--- config.mk ---
export PLATFORM = sky130hd
export DESIGN_NAME = tt_um_emern_commit_sched
export DESIGN_NICKNAME = d
export VERILOG_FILES = /design/src/rtl/tt_um_emern_commit_sched_pkg.sv /design/src/rtl/tt_um_emern_cmd_fifo.sv /design/src/rtl/tt_um_emern_commit_sched.sv
export SDC_FILE = /design/constraint.sdc
export NUM_CORES = 1
export LEC_CHECK = 0
export CAP_MARGIN = 5
export CELL_PAD_IN_SITES_DETAIL_PLACEMENT = 0
export CELL_PAD_IN_SITES_GLOBAL_PLACEMENT = 1
export CORE_UTILIZATION = 45
export CTS_CLUSTER_SIZE = 12
export DETAILED_ROUTE_END_ITERATION = 10
export GPL_TIMING_DRIVEN = 0
export PLACE_DENSITY = 0.8
export SLEW_MARGIN = 20
export SYNTH_ARGS = -nofsm -noshare
export SYNTH_HDL_FRONTEND = slang
export SYNTH_SLANG_ARGS = --single-unit
--- constraint.sdc ---
create_clock -name clk -period 3.15 [get_ports clk]
set_input_delay 0.315 -clock clk [delete_from_list [all_inputs] [get_ports clk]]
set_output_delay 0.315 -clock clk [all_outputs]
set_load 0.01 [all_outputs]
--- src/rtl/tt_um_emern_commit_sched_pkg.sv ---
// Shared command encodings and field widths for the frame-synchronous commit scheduler.
// Payload width is derived from the polygon field layout: colour + 3 x-coords + 3 y-coords.
package tt_um_emern_commit_sched_pkg;

  localparam int WCOLOR    = 6;
  localparam int WPX       = 7;
  localparam int WPY       = 6;
  localparam int N_POLY    = 6;
  localparam int WPAY_DFLT = WCOLOR + 3 * WPX + 3 * WPY;

  localparam logic [2:0] MAX_SLOT = 3'(N_POLY - 1);

  typedef enum logic [1:0] {
    OP_WRITE = 2'd0,
    OP_CLEAR = 2'd1,
    OP_BG    = 2'd2,
    OP_RSVD  = 2'd3
  } op_e;

  typedef enum logic {
    ST_HOLD  = 1'b0,
    ST_DRAIN = 1'b1
  } sched_state_e;

  // Background writes carry no polygon index, so their slot field is ignored.
  function automatic logic cmd_legal(input logic [1:0] op, input logic [2:0] slot);
    logic ok;
    ok = 1'b1;
    if (op == OP_RSVD) ok = 1'b0;
    if ((op == OP_WRITE || op == OP_CLEAR) && slot > MAX_SLOT) ok = 1'b0;
    return ok;
  endfunction

endpackage

--- src/rtl/tt_um_emern_cmd_fifo.sv ---
// Show-ahead command FIFO: head visible combinationally, push when full and pop when empty are ignored.
// Single-cycle write-to-read latency; simultaneous push/pop keeps the count unchanged.
module tt_um_emern_cmd_fifo #(
  parameter int DEPTH = 4,
  parameter int W     = 50,
  localparam int AW   = $clog2(DEPTH),
  localparam int CW   = AW + 1
) (
  input  logic          clk,
  input  logic          rst_n,
  input  logic          push_i,
  input  logic [W-1:0]  push_dat_i,
  input  logic          pop_i,
  output logic [W-1:0]  pop_dat_o,
  output logic          full_o,
  output logic          empty_o,
  output logic [CW-1:0] count_o
);

  logic [W-1:0]  mem_q [DEPTH];
  logic [AW-1:0] wr_ptr_q, rd_ptr_q;
  logic [CW-1:0] count_q, count_d;
  logic          do_push, do_pop;

  assign full_o    = (count_q == CW'(DEPTH));
  assign empty_o   = (count_q == '0);
  assign count_o   = count_q;
  assign pop_dat_o = mem_q[rd_ptr_q];
  assign do_push   = push_i & ~full_o;
  assign do_pop    = pop_i & ~empty_o;

  always_comb begin
    count_d = count_q;
    case ({do_push, do_pop})
      2'b10:   count_d = count_q + 1'b1;
      2'b01:   count_d = count_q - 1'b1;
      default: count_d = count_q;
    endcase
  end

  // DEPTH is a power of two, so pointers wrap naturally.
  always_ff @(posedge clk or negedge rst_n) begin
    if (!rst_n) begin
      wr_ptr_q <= '0;
      rd_ptr_q <= '0;
      count_q  <= '0;
      for (int i = 0; i < DEPTH; i++) mem_q[i] <= '0;
    end else begin
      count_q <= count_d;
      if (do_push) begin
        mem_q[wr_ptr_q] <= push_dat_i;
        wr_ptr_q        <= wr_ptr_q + 1'b1;
      end
      if (do_pop) rd_ptr_q <= rd_ptr_q + 1'b1;
    end
  end

endmodule

--- src/rtl/tt_um_emern_commit_sched.sv ---
// Buffers decoded commands and commits them to the register file only in vertical blank (or at once when display is off).
// upd_* is registered, one cycle after the pop; cmd_ready drops when the FIFO is full and late/illegal commands set sticky overflow.
module tt_um_emern_commit_sched
  import tt_um_emern_commit_sched_pkg::*;
#(
  parameter int DEPTH         = 4,
  parameter int WPAY          = WPAY_DFLT,
  parameter int MAX_PER_BLANK = 4,
  localparam int CW           = $clog2(DEPTH) + 1,
  localparam int BW           = $clog2(MAX_PER_BLANK + 1)
) (
  input  logic            clk,
  input  logic            rst_n,
  input  logic            in_hblank,
  input  logic            in_vblank,
  input  logic            display_on,
  input  logic            cmd_valid,
  input  logic [1:0]      cmd_op,
  input  logic [2:0]      cmd_slot,
  input  logic [WPAY-1:0] cmd_payload,
  output logic            cmd_ready,
  output logic            en_load,
  output logic            upd_valid,
  output logic [1:0]      upd_op,
  output logic [2:0]      upd_slot,
  output logic [WPAY-1:0] upd_payload,
  output logic [CW-1:0]   pending,
  output logic            overflow
);

  localparam int WE = 2 + 3 + WPAY;

  sched_state_e    state_q, state_d;
  logic [BW-1:0]   burst_q, burst_d;
  logic            vb_q;
  logic            overflow_q, overflow_d;
  logic            upd_valid_q, upd_valid_d;
  logic [1:0]      upd_op_q, upd_op_d;
  logic [2:0]      upd_slot_q, upd_slot_d;
  logic [WPAY-1:0] upd_payload_q, upd_payload_d;

  logic            fifo_full, fifo_empty, fifo_pop, push_ok, legal;
  logic            vb_rise, vb_stop, cap_hit;
  logic [WE-1:0]   fifo_head;
  logic [CW-1:0]   fifo_count;

  assign en_load   = in_hblank | in_vblank | ~display_on;
  assign cmd_ready = ~fifo_full;
  assign pending   = fifo_count;
  assign legal     = cmd_legal(cmd_op, cmd_slot);
  assign push_ok   = cmd_valid & ~fifo_full & legal;
  assign vb_rise   = in_vblank & ~vb_q;
  assign vb_stop   = display_on & vb_q & ~in_vblank;
  assign cap_hit   = display_on & (burst_q >= BW'(MAX_PER_BLANK));

  assign overflow_d = overflow_q | (cmd_valid & (fifo_full | ~legal));

  tt_um_emern_cmd_fifo #(
    .DEPTH (DEPTH),
    .W     (WE)
  ) u_fifo (
    .clk        (clk),
    .rst_n      (rst_n),
    .push_i     (push_ok),
    .push_dat_i ({cmd_op, cmd_slot, cmd_payload}),
    .pop_i      (fifo_pop),
    .pop_dat_o  (fifo_head),
    .full_o     (fifo_full),
    .empty_o    (fifo_empty),
    .count_o    (fifo_count)
  );

  always_comb begin
    state_d       = state_q;
    burst_d       = burst_q;
    fifo_pop      = 1'b0;
    upd_valid_d   = 1'b0;
    upd_op_d      = upd_op_q;
    upd_slot_d    = upd_slot_q;
    upd_payload_d = upd_payload_q;
    case (state_q)
      ST_HOLD: begin
        if (vb_rise || !display_on) begin
          state_d = ST_DRAIN;
          burst_d = '0;
        end
      end
      ST_DRAIN: begin
        // A vblank fall or an exhausted budget blocks this cycle's pop, not just the next one.
        if (!fifo_empty && !cap_hit && !vb_stop) begin
          fifo_pop    = 1'b1;
          upd_valid_d = 1'b1;
          {upd_op_d, upd_slot_d, upd_payload_d} = fifo_head;
          if (burst_q < BW'(MAX_PER_BLANK)) burst_d = burst_q + 1'b1;
        end
        // With the display off the FSM parks in DRAIN so every push commits next cycle.
        if (display_on &&
            (vb_stop || burst_d >= BW'(MAX_PER_BLANK) ||
             (!push_ok && (fifo_empty || (fifo_pop && fifo_count == CW'(1))))))
          state_d = ST_HOLD;
      end
      default: state_d = ST_HOLD;
    endcase
  end

  always_ff @(posedge clk or negedge rst_n) begin
    if (!rst_n) begin
      state_q       <= ST_HOLD;
      burst_q       <= '0;
      vb_q          <= 1'b0;
      overflow_q    <= 1'b0;
      upd_valid_q   <= 1'b0;
      upd_op_q      <= '0;
      upd_slot_q    <= '0;
      upd_payload_q <= '0;
    end else begin
      state_q       <= state_d;
      burst_q       <= burst_d;
      vb_q          <= in_vblank;
      overflow_q    <= overflow_d;
      upd_valid_q   <= upd_valid_d;
      upd_op_q      <= upd_op_d;
      upd_slot_q    <= upd_slot_d;
      upd_payload_q <= upd_payload_d;
    end
  end

  assign upd_valid   = upd_valid_q;
  assign upd_op      = upd_op_q;
  assign upd_slot    = upd_slot_q;
  assign upd_payload = upd_payload_q;
  assign overflow    = overflow_q;

endmodule

==> results of run 1 <==
report_power, final:
part           leakage, nW  switching, mW  internal, mW  total (mW)
clock network        0.444           1.30          1.99        3.28
registers             3.16          0.996          5.15        6.15
logic                 2.85           2.37          4.65        7.02
total                 6.46           4.67          11.8        16.5
synth_stat cells, drive strengths merged:
cell | number | area [µm²]
o21ai | 5 | 25.02
nor2 | 3 | 11.26
mux2 | 250 | 3566
a31oi | 1 | 6.260
clkbuf | 7 | 26.28
and4 | 1 | 8.760
ha | 10 | 125.1
nand3 | 3 | 15.01
nor3b | 1 | 7.510
nand3b | 2 | 15.01
nand2b | 2 | 12.51
and3 | 2 | 12.51
nor2b | 1 | 6.260
inv | 6 | 22.52
a32oi | 1 | 8.760
nand4 | 1 | 6.260
nand4b | 1 | 8.760
mux4 | 50 | 1126
and2 | 4 | 35.03
dfrtp | 264 | 6606
buf | 36 | 511.7
a21o | 3 | 22.52
nand2 | 5 | 18.77
xor2 | 2 | 17.52
or3b | 1 | 8.760
xnor2 | 4 | 35.03
a22o | 1 | 8.760
mux2i | 1 | 10.01
registers in the layout, summed over array words and instances (netlist names):
signal	cells
u_fifo.count_o	3
upd_valid	1
upd_op	2
u_fifo.wr_ptr_q	2
burst_q	3
u_fifo.rd_ptr_q	2
u_fifo.mem_q	200
state_q	1
upd_slot	3
vb_q	1
upd_payload	45
overflow	1
routing by layer:
metal | global-route usage | share of wire
met1 | 0.2540 | 0.45
met4 | 0.05345 | 0.024
met3 | 0.02931 | 0.034
met5 | 0 | 0
met2 | 0.2998 | 0.49
area by class of cell:
cell class                      count  area, µm²
Clock inverter                      6      105.1
Tap cell                          341      426.7
Clock buffer                       41      800.8
Multi-Input combinational cell    355       5117
Inverter                            6      22.52
Buffer                             43      538.0
Sequential cell                   264       6606
Timing Repair Buffer              115       1191
Antenna cell                        1      2.502
Fill cell                        2051      12070
worst max path at each step:
stage	to	cells past startpoint
2_1_floorplan	u_fifo.count_o[2]$_DFFE_PN0P_	10
3_3_place_gp	upd_payload[37]$_DFFE_PN0N_	1
3_5_place_dp	u_fifo.count_o[2]$_DFFE_PN0P_	10
4_1_cts	u_fifo.count_o[2]$_DFFE_PN0P_	10
5_1_grt	u_fifo.count_o[2]$_DFFE_PN0P_	10
6_report	u_fifo.count_o[2]$_DFFE_PN0P_	10
stage by stage:
| step | hold WS (ns) | util | cell area [µm²] |
|---|---|---|---|
| final | 0.3216 | 0.5511 | 14810 |
| after detailed placement | 0.3321 | 0.5169 | 13890 |
| after floorplan | 0.01941 | - | 12280 |
| after CTS | 0.3084 | 0.5510 | 14810 |
| after global placement | 0.4385 | 0.5147 | 13830 |
| after global routing | 0.3340 | 0.5511 | 14810 |
critical path: cells and delay by family (launching register included):
kind	cells	cell delay [ns]
buffers and inverters	3	0.69
and+or+nand+nor	3	0.37
xor gates and xnor gates	1	0.14
muxes	1	0.19
DFF	1	0.43
adders and majority gates	2	0.50
cell families (layout without fill, tap and decap cells):
group,count (synthesis),in the layout,synth area share
fa+ha+maj,10,10,0.01019
compound gates,11,11,0.005806
flops,264,264,0.5378
buf+inv,49,211,0.04563
other cells,0,1,0
mux,301,301,0.3828
simple gates,27,27,0.01355
xor+xnor,6,6,0.004278
==> results.sh, run 1 <==
export IMPL_clock_sinks=264
export IMPL_die_w_um=167.2
export IMPL_netlist_instances=668
export IMPL_floorplan_initialDensity=0.4571
export IMPL_r2r_end="u_fifo.count_o[2]$_DFFE_PN0P_"
export IMPL_hold_path_class="in2reg"
export IMPL_grt_use_total=0.1835
export IMPL_drt_first_iter_violations=405
export IMPL_arrival_ns=2.87
export IMPL_worstSetupPathType="reg2reg"
export IMPL_final_common_cell="dfrtp_1"
export IMPL_hp_start="in_vblank"
export IMPL_antenna_found_initial=1
export IMPL_core_area_um2=26880
export IMPL_post_cts_setup_buffer_count=0
export IMPL_crit_slowest_cell="dfrtp_1"
export IMPL_fin_crit_ns=2.452
export IMPL_p_per_area_nw_per_um2=1111
export IMPL_gp_congestion=0.7678
export IMPL_row_count=60
export IMPL_ys_ff_latch=264
export IMPL_via_count=6198
export IMPL_hold_end="vb_q$_DFF_PN0_"
export IMPL_ys_seq_area_frac=0.5378
export IMPL_fin_setup_tns_ns=0
export IMPL_startpoint_type="register"
export IMPL_grt_overflow=0
export IMPL_stdcell_count=1172
export IMPL_grt_start_max_net_pins=99
export IMPL_grt_pass1_wl_mm=40.57
export IMPL_r2r_slack_ns=0.70
export IMPL_cts_buffers=28
export IMPL_ioPinCount=113
export IMPL_critPathRequiredTime_ns=3.57
export IMPL_fin_ws_ns=0.6985
export IMPL_grt_pass1_vias=7194
export IMPL_via_per_inst=5.288
export IMPL_dpl_hpwl_mm=15.77
export IMPL_dp_cells=1123
export IMPL_path_clk_slew_ns=0.06
export IMPL_postRouteWirelength_mm=24.89
export IMPL_io_buffers=112
export IMPL_die_y_um=167.2
export IMPL_clk_path_buf_depth=3
export IMPL_power_leakage_nw=6.460
export IMPL_syn_to_final_growth_pct=20.56
export IMPL_synth_warnings=0
export IMPL_ys_types=31
export IMPL_critPathLaunch="u_fifo.count_o[0]$_DFFE_PN0P_"
export IMPL_die_area_um2=27960
export IMPL_rsz0062_at_grt="no"
export IMPL_synthesis_area_um2=12280
export IMPL_status="finished, final reports clean"
export IMPL_critical_path_cell_chain="inv_1 -> ha_1 -> nand2b_1 -> and3_1 -> buf_2 -> buf_2 -> ha_1 -> mux2i_1 -> nor2_1 -> xor2_1"
export IMPL_min_period_over_period=0.7783
export IMPL_max_slew_margin_rel=0.5009
export IMPL_path_max_fanout=10
export IMPL_clock_fmax_ghz=0.4079
export IMPL_cts_tree="done"
export IMPL_r2r_start="u_fifo.count_o[0]$_DFFE_PN0P_"
export IMPL_maxSlewViolCount=0
export IMPL_tightestPinTransition_ns=0.7487
export IMPL_cp_end_kind="register"
export IMPL_setup_violations_final=0
export IMPL_syn_nets=734
export IMPL_nets=879
export IMPL_wl_per_cell_um=21.24
export IMPL_power_total_mw=16.45
export IMPL_cts_htree_levels=1
export IMPL_clock_latency_ns=0.54
export IMPL_ir_drop_v=0.0004488
export IMPL_cts_root_buf="clkbuf_16"
export IMPL_first_pass_iters=4
export IMPL_cts_repair_resized=0
export IMPL_skew_ns=0.01689
export IMPL_rr_worst_depth=10
export IMPL_final_cell_mix="dfrtp_1 (264), mux2_4 (200), clkdlybuf4s50_1 (111)"
export IMPL_min_delay_path_depth=1
export IMPL_crit_path_max_incr_delay_ns=0.43
export IMPL_drtAntennaViolNets=0
export IMPL_cap_violations=0
export IMPL_ctsHoldBuffers=1
export IMPL_syn_area_per_cell_um2=18.39
export IMPL_dp_slack_ns=0.3567
export IMPL_hold_viol=0
export IMPL_drive_gt1_frac=0.4602
export IMPL_drc=0
(Power assumes the default switching activity.)
==> run 2: changes to the inputs <==
PLACE_DENSITY = 0.83   (was 0.8)
clock period = 2.2 ns   (was 3.15 ns; I/O delays follow)
==> run 2 against run 1 <==
Worst setup slack lost 0.60 ns. Power rose by 43%. Critical path depth decreased by 6. Hold slack lost 0.097 ns. Sequential share of layout area down 0.31 points. Clock power increased by 45%. Global-route usage is 0.86 points lower.
==> results.sh, run 2 (same netlist as run 1, synthesis figures left out) <==
export IMPL_status="finished, final reports clean"
export IMPL_fillers=2131
export IMPL_tightestPinTransition_ns=0.7667
export IMPL_cts_htree_levels=1
export IMPL_grt_use_total=0.1749
export IMPL_min_period_over_period=0.9557
export IMPL_cts_tree="done"
export IMPL_cp_end_kind="register"
export IMPL_clock_fmax_ghz=0.4756
export IMPL_setup_violations_final=0
export IMPL_arrival_ns=2.52
export IMPL_post_route_cell_area_um2=14920
export IMPL_startpoint_type="register"
export IMPL_cts_root_buf="clkbuf_16"
export IMPL_drt_first_iter_violations=361
export IMPL_die_y_um=167.2
export IMPL_multiInputGateArea_um2=5142
export IMPL_gp_congestion=0.7271
export IMPL_regMostFlops="u_fifo.mem_q"
export IMPL_antenna_found_initial=0
export IMPL_via_per_inst=5.220
export IMPL_drive_gt1_frac=0.4761
export IMPL_dp_slack_ns=-0.4560
export IMPL_core_area_um2=26880
export IMPL_clk_path_buf_depth=3
export IMPL_placed_area_um2=13890
export IMPL_power_total_mw=23.60
export IMPL_first_pass_iters=4
export IMPL_clock_latency_ns=0.54
export IMPL_die_w_um=167.2
export IMPL_worstSetupPathType="reg2reg"
export IMPL_dpl_hpwl_mm=14.72
export IMPL_power_leakage_nw=6.511
export IMPL_fin_setup_tns_ns=0
export IMPL_cts_buffers=29
export IMPL_hold_viol=0
export IMPL_r2r_slack_ns=0.1
export IMPL_seq_area_um2=6608
export IMPL_postRouteWirelength_mm=23.47
export IMPL_drtAntennaViolNets=0
export IMPL_clock_sinks=264
export IMPL_ioPinCount=113
export IMPL_maxSlewViolCount=0
export IMPL_row_count=60
export IMPL_via_count=6144
export IMPL_grt_pass1_vias=6896
export IMPL_skew_ns=0.01292
export IMPL_path_max_fanout=10
export IMPL_syn_to_final_growth_pct=21.44
export IMPL_grt_pass1_wl_mm=38.89
export IMPL_ir_drop_v=0.0007161
export IMPL_fin_util=0.5551
export IMPL_path_clk_slew_ns=0.06
export IMPL_p_per_area_nw_per_um2=1582
export IMPL_final_cell_mix="dfrtp_1 (263), mux2_4 (200), clkdlybuf4s50_1 (110)"
export IMPL_nets=883
export IMPL_fin_ws_ns=0.09743
export IMPL_floorplan_initialDensity=0.4571
export IMPL_largest_reg_flops=200
export IMPL_drc=0
export IMPL_wl_per_cell_um=19.94
export IMPL_die_area_um2=27960
export IMPL_min_delay_path_depth=1
export IMPL_antenna_cells=0
export IMPL_max_slew_margin_rel=0.4889
export IMPL_grt_overflow=0
export IMPL_io_buffers=112
export IMPL_grt_start_max_net_pins=91
export IMPL_fin_crit_ns=2.103
export IMPL_final_common_cell="dfrtp_1"
export IMPL_critPathRequiredTime_ns=2.61
export IMPL_rsz0062_at_grt="yes"
export IMPL_hold_path_class="in2reg"
export IMPL_rr_worst_depth=4
export IMPL_cap_violations=0
run 2: changes by cell type in the layout (fill, tap and decap cells not counted), moves of 2 or more:
cell,previous run,this run
buf_2,11,9
ha_1,10,8
bufinv_16,3,1
clkbuf_8,3,10
clkbuf_1,16,11
buf_4,0,3
run 2: what timing repair did:
item                                    in CTS  in global routing
gates cloned                                 0                  0
hold buffers                                 1                  0
buffers inserted                             0                  3
resized for setup                            5                  7
endpoints found under the setup margin      51                200
hold endpoints to repair                    89                  0
run 2: per-layer routing:
layer,part of all wire,GRT usage
met1,0.48,0.2577
met2,0.47,0.2732
met3,0.041,0.02836
met4,0.014,0.03829
met5,0,0
run 2: path summary, 6_finish.rpt:
check	from	end
max	u_fifo.rd_ptr_q[1]$_DFFE_PN0P_	upd_payload[42]$_DFFE_PN0N_
min	in_vblank	vb_q$_DFF_PN0_
max reg2reg	u_fifo.rd_ptr_q[1]$_DFFE_PN0P_	upd_payload[42]$_DFFE_PN0N_
min reg2reg	overflow$_DFF_PN0_	overflow$_DFF_PN0_
max in group asynchronous	rst_n	u_fifo.count_o[0]$_DFFE_PN0P_
min in group asynchronous	rst_n	u_fifo.mem_q[185]$_DFFE_PN0P_
run 2: final cells by class:
type / instances / share of cell area
Inverter: 6 / 0.001510
Clock inverter: 7 / 0.004697
Clock buffer: 43 / 0.05888
Tap cell: 341 / 0.02860
Timing Repair Buffer: 118 / 0.08152
Sequential cell: 264 / 0.4429
Multi-Input combinational cell: 355 / 0.3447
Buffer: 43 / 0.03715
run 2: where the power goes:
part / internal, mW / total, mW / switching (mW)
registers: 7.38 / 8.77 / 1.39
clock network: 2.85 / 4.75 / 1.90
logic: 6.76 / 10.1 / 3.31
run 2: per-stage QoR:
| step | hold WS [ns] | cells |
|---|---|---|
| floorplan | -0.07559 | 668 |
| global placement | 0.4464 | 1121 |
| detailed placement | 0.2696 | 1123 |
| CTS | 0.2017 | 1174 |
| global route | 0.2263 | 1177 |
| finish | 0.2243 | 1177 |
run 2: worst max-delay path, stage by stage, from the launching register on:
cell and delay, ns:
dfrtp_1 0.32, clkbuf_1 0.34, clkbuf_1 0.64, mux4_2 0.42
mux2_2 0.28
==> variant: new RTL, config.mk and constraints of run 2 <==
Change the parameter `MAX_PER_BLANK` from 4 to 8.
--- a/src/rtl/tt_um_emern_commit_sched.sv
+++ b/src/rtl/tt_um_emern_commit_sched.sv
@@ -5,7 +5,7 @@
 #(
   parameter int DEPTH         = 4,
   parameter int WPAY          = WPAY_DFLT,
-  parameter int MAX_PER_BLANK = 4,
+  parameter int MAX_PER_BLANK = 8,
   localparam int CW           = $clog2(DEPTH) + 1,
   localparam int BW           = $clog2(MAX_PER_BLANK + 1)
 ) (
Function: changed (a bounded check fails within 10 cycles, from zero or initial values and one cycle with rst_n low).
==> variant against run 2 <==
- wire length decreased by 0.43%
- design area increased by 0.82%
- clock power increased by 1%
- critical path depth increased by 4
- combinational power increased by 4%
- non-clock buffer count increased by 1
- clock skew decreased by 0.0058 ns
- global-route usage decreased by 0.080 points
- first-iteration DRC count decreased by 18%
- power increased by 2.3%
- sequential cell count increased by 1
- setup slack improved by 0.0041 ns
- synthesized area increased by 0.68%
- largest cell class unchanged
- largest power group unchanged
==> variant: results (changes against run 2) <==
| Metric | Value |
|---|---|
| Detailed Route Iter0 Violations | `297 (-18%)` |
| Peak VDD IR | `0.000743 V (+3.8%)` |
| Final Non-Filler Cells | `1192 (+1.3%)` |
| Global Route Usage Sum | `0.174 (-0.000803)` |
| First-pass GRT wire length | `38800 um (-0.25%)` |
| Top post-synthesis cells by count | `dfrtp_1 (265), mux2_4 (200), mux2_2 (50), mux4_2 (50), buf_12 (21)` |
| Metal-1 WL | `11600 um (+3.7%)` |
| Sequential-to-total area share from yosys stat | `0.536 (-0.00162)` |
| M1 GR Usage | `0.262 (+0.00483)` |
| Sequential cell count | `265 (+0.38%)` |
| Layout clock buffer count | `47 (+9.3%)` |
| Synth cell types | `32 (+3.2%)` |
| Area occupied by registers | `6630 sq um (+0.38%)` |
| Total CTS buffers | `30 (+3.4%)` |
| Met3 WL post-DR | `848 um (-12%)` |
| Final wirelength | `23400 um (-0.43%)` |
| Worst-margin pin slew | `0.754 ns (-0.0128 ns)` |
| Vias in the first global route | `6718 (-2.6%)` |
| #MultiIn Comb | `359 (+1.1%)` |
| Pwr/cell area | `1600 nW/um^2 (+1.4%)` |
| Die area | `28200 sq um (+0.68%)` |
| Hold Path Class | `in -> reg` |
| Slowest Stage Delay on Critical Path | `0.38 ns (-0.26 ns)` |
| Outcome | `finished, final reports clean` |
| Fillers | `2100 (-1.5%)` |
| Routability congestion estimate | `0.722 (-0.65%)` |
| Dpl cells | `1127 (+0.36%)` |
| Multi-input combinational area share | `0.347 (+0.00185)` |
| Synth Instances | `672 (+0.60%)` |
| Bufs w/o clock | `162 (+0.62%)` |
| Root Buffer | `clkbuf_16` |
| Signal inverters | `10 (+4)` |
| DP Worst Slack | `-0.436 ns (+0.0201 ns)` |
| HPWL Detailed | `14700 um (-0.35%)` |
| Global Route met2 Usage | `0.264 (-0.00965)` |
| Synth top area share | `0.536 (-0.00162)` |
| Worst Skew | `0.00715 ns (-0.00577 ns)` |
| Top cells by area, synth | `dfrtp_1 (54%), mux2_4 (24%), mux4_2 (9.1%)` |
| Met3 Use GR | `0.0303 (+0.00196)` |
| Post-synth net total | `739 (+0.68%)` |
| Via count | `6185 (+0.67%)` |
| Area post-placement | `14000 sq um (+0.61%)` |
| R2R depth | `8 (+4)` |
| LEAKAGE | `7.09 nW (+8.9%)` |
| Routed length on met2 | `10600 um (-3.6%)` |
| Post-layout nets | `895 (+1.4%)` |
| Largest net degree at the start of global routing | `97 (+6.6%)` |
| Clk cell area share | `0.0636 (about the same)` |
| Worst path slowest cell | `dfrtp_1` |
| Layout cells sized above 1 | `0.465 (-0.0107)` |
| Signal buffers share of area | `0.118 (-0.000801)` |
| RR Startpoint | `u_fifo.count_o[1]$_DFFE_PN0P_` |
==> variant: cell count changes in the layout (fill, tap and decap cells not counted), sizes merged, moves of 2 or more <==
cell,run 2,this run
o21ai,5,3
clkinv,4,6
inv,7,10
clkbuf,50,55
and2,4,0
nand2,5,13
o211ai,0,2
==> variant: path summary, 6_finish.rpt <==
path	endpoint	slack [ns]
hold / removal	vb_q$_DFF_PN0_	0.23
hold reg to reg	overflow$_DFF_PN0_	0.46
max in group asynchronous	u_fifo.count_o[0]$_DFFE_PN0P_	1.00
setup reg to reg	upd_payload[30]$_DFFE_PN0N_	0.10
setup / recovery	upd_payload[30]$_DFFE_PN0N_	0.10
min in group asynchronous	u_fifo.mem_q[111]$_DFFE_PN0P_	0.27
==> variant: per-stage QoR <==
stage / TNS [ns] / utilization
floorplan: 0 / -
global placement: -2766.36 / 0.516
detailed placement: -7.32 / 0.519
CTS: 0 / 0.556
global route: -0.0901 / 0.558
finish: 0 / 0.558
==> variant: where the power goes <==
group | switching, W | internal, W | leakage [nW] | total, W
clock network | 0.00190 | 0.00292 | 0.471 | 0.00482
registers | 0.00139 | 0.00742 | 3.17 | 0.00881
logic | 0.00350 | 0.00700 | 3.45 | 0.0105
==> variant: cells by family (layout without fill, tap and decap cells) <==
group / Yosys count / after routing / share of synthesized area
mux: 302 / 302 / 0.381
flops: 265 / 265 / 0.536
buf+inv: 48 / 227 / 0.0433
simple gates: 29 / 29 / 0.0181
fa+ha+maj: 11 / 11 / 0.0111
compound gates: 11 / 11 / 0.00607
xor+xnor: 6 / 6 / 0.00425
==> variant: what timing repair did <==
action | CTS | global route
setup endpoints to repair | 51 | 35
hold buffers | 1 | 0
resized for setup | 5 | 4
hold endpoints to repair | 76 | 0
buffers inserted | 3 | 6
